===== src/rtl/video_crop_pkg.sv =====
// Shared video definitions: crop FSM states and sync polarities.
// Imported by the crop top and the reusable sync edge detector.
package video_crop_pkg;

  typedef enum logic [1:0] {
    S_WAIT,
    S_VBLANK,
    S_HBLANK,
    S_LINE
  } state_t;

  localparam logic HS_ACTIVE = 1'b0;
  localparam logic VS_ACTIVE = 1'b1;

endpackage


===== src/rtl/video_crop_sync_edge.sv =====
// video_sync_edge: registers hs/vs and produces single-cycle rise/fall pulses.
// Shared by the crop, binning and scaler stages.
module video_sync_edge
  import video_crop_pkg::*;
(
  input  logic clk,
  input  logic rst,
  input  logic hs,
  input  logic vs,
  output logic hs_rise,
  output logic hs_fall,
  output logic vs_rise,
  output logic vs_fall
);

  logic hs_q;
  logic vs_q;

  // Reset to the blanking levels so no edge is reported straight out of reset.
  always_ff @(posedge clk or negedge rst) begin
    if (!rst) begin
      hs_q <= ~HS_ACTIVE;
      vs_q <= ~VS_ACTIVE;
    end else begin
      hs_q <= hs;
      vs_q <= vs;
    end
  end

  assign hs_rise = hs & ~hs_q;
  assign hs_fall = ~hs & hs_q;
  assign vs_rise = vs & ~vs_q;
  assign vs_fall = ~vs & vs_q;

endmodule


===== src/rtl/video_crop.sv =====
// video_crop: forwards a rectangular window of a de/hs/vs stream, 1-cycle latency.
// Optional status outputs (in_width, in_height, crop_err) under VIDEO_CROP_STATUS_EN.
module video_crop
  import video_crop_pkg::*;
#(
  parameter int PIXEL_WIDTH     = 8,
  parameter int LINE_SIZE_MAX   = 1024,
  parameter int FRAME_LINES_MAX = 1024
) (
  input  logic                               clk,
  input  logic                               rst,
  input  logic                               bypass,
  input  logic [$clog2(LINE_SIZE_MAX)-1:0]   crop_x_start,
  input  logic [$clog2(LINE_SIZE_MAX):0]     crop_x_size,
  input  logic [$clog2(FRAME_LINES_MAX)-1:0] crop_y_start,
  input  logic [$clog2(FRAME_LINES_MAX):0]   crop_y_size,
  input  logic [PIXEL_WIDTH-1:0]             di_i,
  input  logic                               de_i,
  input  logic                               hs_i,
  input  logic                               vs_i,
  output logic [PIXEL_WIDTH-1:0]             do_o,
  output logic                               de_o,
  output logic                               hs_o,
  output logic                               vs_o
`ifdef VIDEO_CROP_STATUS_EN
  ,
  output logic [$clog2(LINE_SIZE_MAX)-1:0]   in_width,
  output logic [$clog2(FRAME_LINES_MAX)-1:0] in_height,
  output logic                               crop_err
`endif
);

  localparam int XW = $clog2(LINE_SIZE_MAX);
  localparam int YW = $clog2(FRAME_LINES_MAX);
  localparam logic [XW-1:0] PIX_MAX  = XW'(LINE_SIZE_MAX - 1);
  localparam logic [YW-1:0] LINE_MAX = YW'(FRAME_LINES_MAX - 1);

  state_t state, state_nx;

  logic hs_rise, hs_fall, vs_rise, vs_fall;

  logic          bypass_q;
  logic [XW-1:0] x_start_q;
  logic [XW:0]   x_size_q;
  logic [YW-1:0] y_start_q;
  logic [YW:0]   y_size_q;

  logic [XW-1:0] pix_cnt;
  logic [YW-1:0] line_cnt;

  logic          cfg_load;
  logic          in_frame;
  logic          line_active;
  logic [XW-1:0] pix_idx;
  logic [XW+1:0] x_end;
  logic [YW+1:0] y_end;
  logic          line_in_win;
  logic          pix_in_win;
  logic          byp;

  video_sync_edge u_sync (
    .clk     (clk),
    .rst     (rst),
    .hs      (hs_i),
    .vs      (vs_i),
    .hs_rise (hs_rise),
    .hs_fall (hs_fall),
    .vs_rise (vs_rise),
    .vs_fall (vs_fall)
  );

  always_ff @(posedge clk or negedge rst) begin
    if (!rst) state <= S_WAIT;
    else      state <= state_nx;
  end

  // Outside S_WAIT, vs can only drop through a falling edge, so vs_fall covers every exit.
  always_comb begin
    state_nx = state;
    case (state)
      S_WAIT:   if (vs_i != VS_ACTIVE) state_nx = S_VBLANK;
      S_VBLANK: if (vs_rise)           state_nx = S_HBLANK;
      S_HBLANK: if (hs_fall)           state_nx = S_LINE;
      S_LINE:   if (hs_rise)           state_nx = S_HBLANK;
      default:                         state_nx = S_WAIT;
    endcase
    if (state != S_WAIT && vs_fall) state_nx = S_VBLANK;
  end

  assign cfg_load = (state == S_VBLANK) && vs_rise;

  always_ff @(posedge clk or negedge rst) begin
    if (!rst) begin
      bypass_q  <= 1'b0;
      x_start_q <= '0;
      x_size_q  <= '0;
      y_start_q <= '0;
      y_size_q  <= '0;
    end else if (cfg_load) begin
      bypass_q  <= bypass;
      x_start_q <= crop_x_start;
      x_size_q  <= crop_x_size;
      y_start_q <= crop_y_start;
      y_size_q  <= crop_y_size;
    end
  end

  // A pixel arriving on the hs falling cycle is pixel 0 of the new line.
  always_ff @(posedge clk or negedge rst) begin
    if (!rst) begin
      pix_cnt  <= '0;
      line_cnt <= '0;
    end else begin
      if (state == S_HBLANK && hs_fall)
        pix_cnt <= {{(XW-1){1'b0}}, de_i};
      else if (state == S_LINE && de_i && pix_cnt != PIX_MAX)
        pix_cnt <= pix_cnt + XW'(1);

      if (cfg_load)
        line_cnt <= '0;
      else if (state == S_LINE && hs_rise && line_cnt != LINE_MAX)
        line_cnt <= line_cnt + YW'(1);
    end
  end

  always_comb begin
    in_frame    = (state == S_HBLANK || state == S_LINE) && (vs_i == VS_ACTIVE);
    line_active = in_frame && (hs_i == HS_ACTIVE) && (state == S_LINE || hs_fall);
    pix_idx     = (state == S_LINE) ? pix_cnt : '0;
    x_end       = {2'b00, x_start_q} + {1'b0, x_size_q};
    y_end       = {2'b00, y_start_q} + {1'b0, y_size_q};
    line_in_win = in_frame && (x_size_q != '0)
                  && ({2'b00, line_cnt} >= {2'b00, y_start_q})
                  && ({2'b00, line_cnt} < y_end);
    pix_in_win  = line_in_win && line_active && de_i
                  && ({2'b00, pix_idx} >= {2'b00, x_start_q})
                  && ({2'b00, pix_idx} < x_end);
    byp         = cfg_load ? bypass : bypass_q;
  end

  always_ff @(posedge clk or negedge rst) begin
    if (!rst) begin
      do_o <= '0;
      de_o <= 1'b0;
      hs_o <= ~HS_ACTIVE;
      vs_o <= ~VS_ACTIVE;
    end else if (state == S_WAIT) begin
      de_o <= 1'b0;
      hs_o <= ~HS_ACTIVE;
      vs_o <= ~VS_ACTIVE;
    end else if (byp) begin
      do_o <= di_i;
      de_o <= de_i;
      hs_o <= hs_i;
      vs_o <= vs_i;
    end else begin
      if (pix_in_win) do_o <= di_i;
      de_o <= pix_in_win;
      hs_o <= line_in_win ? hs_i : ~HS_ACTIVE;
      vs_o <= vs_i;
    end
  end

`ifdef VIDEO_CROP_STATUS_EN
  logic frame_end;
  assign frame_end = vs_fall && (state == S_HBLANK || state == S_LINE);

  always_ff @(posedge clk or negedge rst) begin
    if (!rst) begin
      in_width  <= '0;
      in_height <= '0;
      crop_err  <= 1'b0;
    end else begin
      if (state == S_LINE && hs_rise) in_width <= pix_cnt;
      if (frame_end) begin
        in_height <= line_cnt;
        crop_err  <= (x_end > {2'b00, in_width}) || (y_end > {2'b00, line_cnt});
      end
    end
  end
`endif

endmodule


===== config.mk =====
export PLATFORM = sky130hd
export DESIGN_NAME = video_crop
export DESIGN_NICKNAME = d
export VERILOG_FILES = /design/src/rtl/video_crop_pkg.sv /design/src/rtl/video_crop_sync_edge.sv /design/src/rtl/video_crop.sv
export SDC_FILE = /design/constraint.sdc
export NUM_CORES = 1
export LEC_CHECK = 0
export CORE_MARGIN = 1
export CORE_UTILIZATION = 45
export DETAILED_ROUTE_END_ITERATION = 12
export PLACE_DENSITY = 0.68
export SETUP_SLACK_MARGIN = 0.15
export SLEW_MARGIN = 30
export SYNTH_ARGS = -nofsm -noshare
export SYNTH_HDL_FRONTEND = slang
export SYNTH_SLANG_ARGS = --single-unit

===== constraint.sdc =====
create_clock -name clk -period 7.3 [get_ports clk]
set_clock_uncertainty 0.05 [all_clocks]
set_input_delay 2.19 -clock clk [delete_from_list [all_inputs] [get_ports clk]]
set_output_delay 2.19 -clock clk [all_outputs]
set_load 0.03 [all_outputs]

* Word-level counts from Yosys, hierarchy flattened
Cells that the tools add are included. Widths: inputs -> output; s select.
Storage, ports and cells: output and inout bits 11, bits in registers 78, input port bits 56
Cells by class: reduce and logical (&&, ||, !) cells 27, order comparisons 4, mux-type cells 20, eq/ne operators 9, bitwise logic cells 9, add/sub/neg operators 4
Operators by type and width (count):
- $mux 10 | 5
- $add 10x11->12 | 2
- $lt 10x12->1 | 2
- $add 10x1->10 const B | 2
- $ge 10x10->1 | 2
- $ne 10x10->1 const B | 2
- $logic_and 1x1->1 | 17
- $mux 8 | 2
- $ne 3x3->1 const B | 4
- $reduce_bool 11->1 | 1
- $mux 2 | 5
- $pmux 2 s4 | 1
- $reduce_bool 2->1 | 4
- $mux 1 | 7
- $not 1->1 | 5
- $and 1x1->1 | 4
- $eq 2x2->1 const B | 2
- $reduce_and 4->1 | 1
- $eq 2x1->1 const B | 1
- $logic_not 2->1 | 1
- $logic_or 1x1->1 | 2
- $reduce_and 2->1 | 1

* Logic depth before layout (Yosys ltp)
word-level depth 12, gate-level depth with buffers 16

* Modules after synthesis
From an unflattened synthesis, not the netlist that was laid out.
Second synthesis, totals: cell total of the unflattened synthesis 578, area, all modules 5163.7 um^2
By module, submodules not included:
- video_crop | cells each 572, area an instance 5077.4 um^2, times used 1
- video_sync_edge | cells each 6, area an instance 86.3 um^2, times used 1

* Least setup slack after synthesis
OpenSTA, ideal clock, no wires.
path kind input -> register, start point input port vs_i, end point register do_o[0], stages on the path 7, arrival time 3.514 ns, slack 3.611 ns, path buffers 0, path through o211ai_1 > a31oi_1 > o2111ai_1 > nor3_1 > nand3_2 > a21oi_4 > mux2_4
Between the ends: word-level cells in the longest chain between the ends 10, elaborated cells on any way between the ends 16
RTL lines:
- start: declaration | RTL line video_crop.sv:20 | input logic vs_i,
- $logic_and 1x1->1 | RTL line video_crop.sv:127 | in_frame = (state == S_HBLANK || state == S_LINE) && (vs_i == VS_ACTIVE);
- $logic_and 1x1->1 | RTL line video_crop.sv:132 | line_in_win = in_frame && (x_size_q != '0)
- $logic_and 1x1->1 | RTL line video_crop.sv:133 | && ({2'b00, line_cnt} >= {2'b00, y_start_q})
- $logic_and 1x1->1 | RTL line video_crop.sv:134 | && ({2'b00, line_cnt} < y_end);
- $logic_and 1x1->1 (2 in a row) | RTL line video_crop.sv:135 | pix_in_win = line_in_win && line_active && de_i
- $logic_and 1x1->1 | RTL line video_crop.sv:136 | && ({2'b00, pix_idx} >= {2'b00, x_start_q})
- $logic_and 1x1->1 | RTL line video_crop.sv:137 | && ({2'b00, pix_idx} < x_end);
- $reduce_bool 2->1 (no source line)
- $reduce_and 2->1 (no source line)
- end signal: assignment | RTL line video_crop.sv:152 | do_o <= di_i;
- end signal: assignment | RTL line video_crop.sv:157 | if (pix_in_win) do_o <= di_i;
- end: declaration | RTL line video_crop.sv:21 | output logic [PIXEL_WIDTH-1:0] do_o,
Several ways; a longest one is shown, not always the timed one. A chain may end at the register's enable or synchronous reset.

* Final worst setup path
start point input port vs_i, end point register x_size_q[7]
Between the ends: word-level cells in the longest chain between the ends 2
RTL lines:
- $and 1x1->1 | RTL line video_crop_sync_edge.sv:32 | assign vs_rise = vs & ~vs_q;
- $logic_and 1x1->1 | RTL line video_crop.sv:90 | assign cfg_load = (state == S_VBLANK) && vs_rise;
- end signal: assignment | RTL line video_crop.sv:102 | x_size_q <= crop_x_size;
- end: declaration | RTL line video_crop.sv:44 | logic [XW:0] x_size_q;
No other way between the ends.

==> results_dict.tcl <==
set metrics [dict create \
    drtIter0Drc 127 \
    cap_violations 0 \
    wl_per_cell_um 15.3 \
    period_share 0.584 \
    cts.clk_slew.worst_paths_ns 0.08 \
    synth_area_leaders "dfrtp_1 38%, ha_1 15%, mux2_2 5.4%" \
    drc 0 \
    io_pins 67 \
    multi_input_area_sq_mm 0.00291 \
    ys_types 58 \
    totalWireLength_mm 10.9 \
    fin_crit_ns 4.26 \
    cts-root-buf "clkbuf_8" \
    track_usage 0.204 \
    io_buffers 66 \
    postSynthCellCount 497 \
    rsz0062_at_grt "false" \
    die_w_um 108 \
    postSynthAreaPerCell_sq_um 10.1 \
    drv_slew 0 \
    p_leak_nw 2.75 \
    gp_congestion 0.837 \
    core_sq_mm 0.0109 \
    cp-start-kind "primary input" \
    async_flop_share 1.00 \
    ys_ff_latch 78 \
    slew_headroom 0.440 \
    gr-total-overflow 0 \
    clock-sinks 78 \
    drtPass1Iterations 4 \
    die_h_um 108 \
    netlist_area_sq_mm 0.00503 \
    fin_nets 682 \
    critical_path_class "in -> reg" \
    fin_setup_tns_ns 0 \
    grt_max_degree 79 \
    path_max_fanout 43 \
    grt_pass1_wl_mm 18.5 \
    ys.flop_type "dfrtp_1" \
    synth_top_area_cell "dfrtp_1" \
    htreeDepth 3 \
    cp-end-kind "flop" \
    cts_hold_buffers 0 \
    dieArea_sq_mm 0.0116 \
    routed_via_density 5.42 \
    synth_top_area_share 0.378 \
    vias 3844 \
    hold_slack_ns 0.468 \
    cp.arrival_ns 4.47 \
    clk_latency_ns 0.37 \
    yosys_warnings 0 \
    synthToLayoutAreaGrowth_pct 20.1 \
    worst_ir_drop_vdd_mv 0.288 \
    crit_required_ns 7.50 \
    drive_above_1_share 0.111 \
    worst_pin_slew_ns 0.833 \
    grt_pass1_vias 4026 \
    status "finished, final reports clean" \
    cts_resized 0 \
    hp-class "reg -> reg" \
    seq_area_frac_synth 0.389 \
    ant_nets 0 \
    clk_path_buf_depth 2 \
    ff_latch_area_sq_mm 0.00195 \
    antenna_found_initial 0 \
    setup_viol 0 \
    syn_nets 615 \
    core.rowCount 38 \
    cts_buffers 9 \
    fillers 1001 \
    cts_tree "yes" \
    antenna_cells 0 \
    cts_setup_buffers 0 \
    start_util 0.462 \
    hold_viol_final 0 \
    max_freq_mhz 234 \
    powerDensity_mw_per_mm2 381 \
    synth_edf_count 0 \
    dp_hpwl_mm 8.22 \
]
-- metrics by stage --
step                      cells  setup WS, ns  utilization  total power [mW]  instance area [sq um]
after detailed placement    693          2.64        0.535              1.94                   5830
after floorplan             497          3.61            -              1.62                   5030
after CTS                   709          3.03        0.555              2.33                   6040
after global placement      693          2.73        0.535              1.91                   5820
after global routing        709          2.88        0.555              2.50                   6040
final                       709          3.04        0.555              2.30                   6040
-- cell usage after synthesis (all sizes together), types with 4 or more instances --
| cell | n |
|---|---|
| dfrtp | 76 |
| ha | 60 |
| o21ai | 43 |
| nand2 | 36 |
| mux2 | 33 |
| nor2 | 30 |
| inv | 29 |
| a21oi | 21 |
| xor2 | 19 |
| and3 | 13 |
| nand3 | 11 |
| a21o | 10 |
| clkbuf | 9 |
| nand2b | 9 |
| nor3 | 9 |
| xnor2 | 8 |
| a211oi | 7 |
| nand4 | 7 |
| o211ai | 7 |
| a31oi | 5 |
| o21a | 5 |
| or3 | 5 |
| a211o | 4 |
| nor2b | 4 |
-- registers in the layout (all words and copies together), names as in the netlist --
| signal | count |
|---|---|
| x_size_q | 11 |
| y_size_q | 11 |
| line_cnt | 10 |
| pix_cnt | 10 |
| x_start_q | 10 |
| y_start_q | 10 |
| do_o | 8 |
| state | 2 |
| bypass_q | 1 |
| de_o | 1 |
| hs_o | 1 |
| u_sync.hs_q | 1 |
| u_sync.vs_q | 1 |
| vs_o | 1 |
-- worst max-delay path, stage by stage --
cell and delay, ns:
clkdlybuf4s50_1 0.57, nand3b_1 0.19, nor2_4 0.59, buf_4 0.52
mux2_2 0.39
-- where the power goes --
group          internal (mW)  total, mW  switching [mW]
combinational          0.594       1.23           0.633
sequential             0.582      0.717           0.135
clock                  0.192      0.359           0.167
total                   1.37       2.30           0.934
-- routing by layer --
layer,GRT usage,vias up,wire length [um]
met5,0,-,0
met4,0.0763,0,231
met3,0.0527,22,441
met2,0.368,73,5670
met1,0.230,1831,4520
li1,-,1918,-
-- worst paths after layout --
kind | start | endpoint | slack [ns] | cells after the start
max | vs_i | x_size_q[7]$_DFFE_PN0P_ | 3.04 | 5
max in group asynchronous | rst | y_start_q[3]$_DFFE_PN0P_ | 4.92 | 1
min reg2reg | y_size_q[2]$_DFFE_PN0P_ | y_size_q[2]$_DFFE_PN0P_ | 0.47 | 1
min in group asynchronous | rst | pix_cnt[3]$_DFFE_PN0P_ | 1.81 | 1
min | y_size_q[2]$_DFFE_PN0P_ | y_size_q[2]$_DFFE_PN0P_ | 0.47 | 1
max reg2reg | y_start_q[0]$_DFFE_PN0P_ | do_o[0]$_DFFE_PN0P_ | 3.22 | 15
-- layout by cell type (no fill, tap or decap), types with 19 or more instances in the layout --
| cell | Yosys | final |
|---|---|---|
| ha_1 | 60 | 60 |
| xor2_1 | 19 | 19 |
| dfrtp_1 | 76 | 76 |
| o21ai_0 | 41 | 41 |
| a21oi_1 | 19 | 19 |
| inv_1 | 29 | 29 |
| clkdlybuf4s50_1 | 0 | 65 |
| mux2_2 | 24 | 24 |
| nand2_1 | 36 | 36 |
| nor2_1 | 29 | 29 |
-- kinds of logic (layout without fill, tap and decap cells) --
logic type               Yosys count  count (layout)  synth area share
flip-flops                        78              78             0.389
multiplexers                      35              35            0.0871
AO/OA/AOI/OAI                    115             115             0.146
AND/OR/NAND/NOR                  138             138             0.139
buffers and inverters             41             113            0.0336
XOR/XNOR                          27              27            0.0470
adder cells (fa/ha/maj)           63              63             0.159
-- cell type report --
class / count / share of cell area
well taps: 140 / 0.0290
repair buffers: 68 / 0.112
multi-input cells: 378 / 0.482
clock inverters: 6 / 0.0145
clock buffers: 10 / 0.0211
inverters: 29 / 0.0180
flip-flops and latches: 78 / 0.323
No activity file was read; power rests on OpenSTA's default activity.
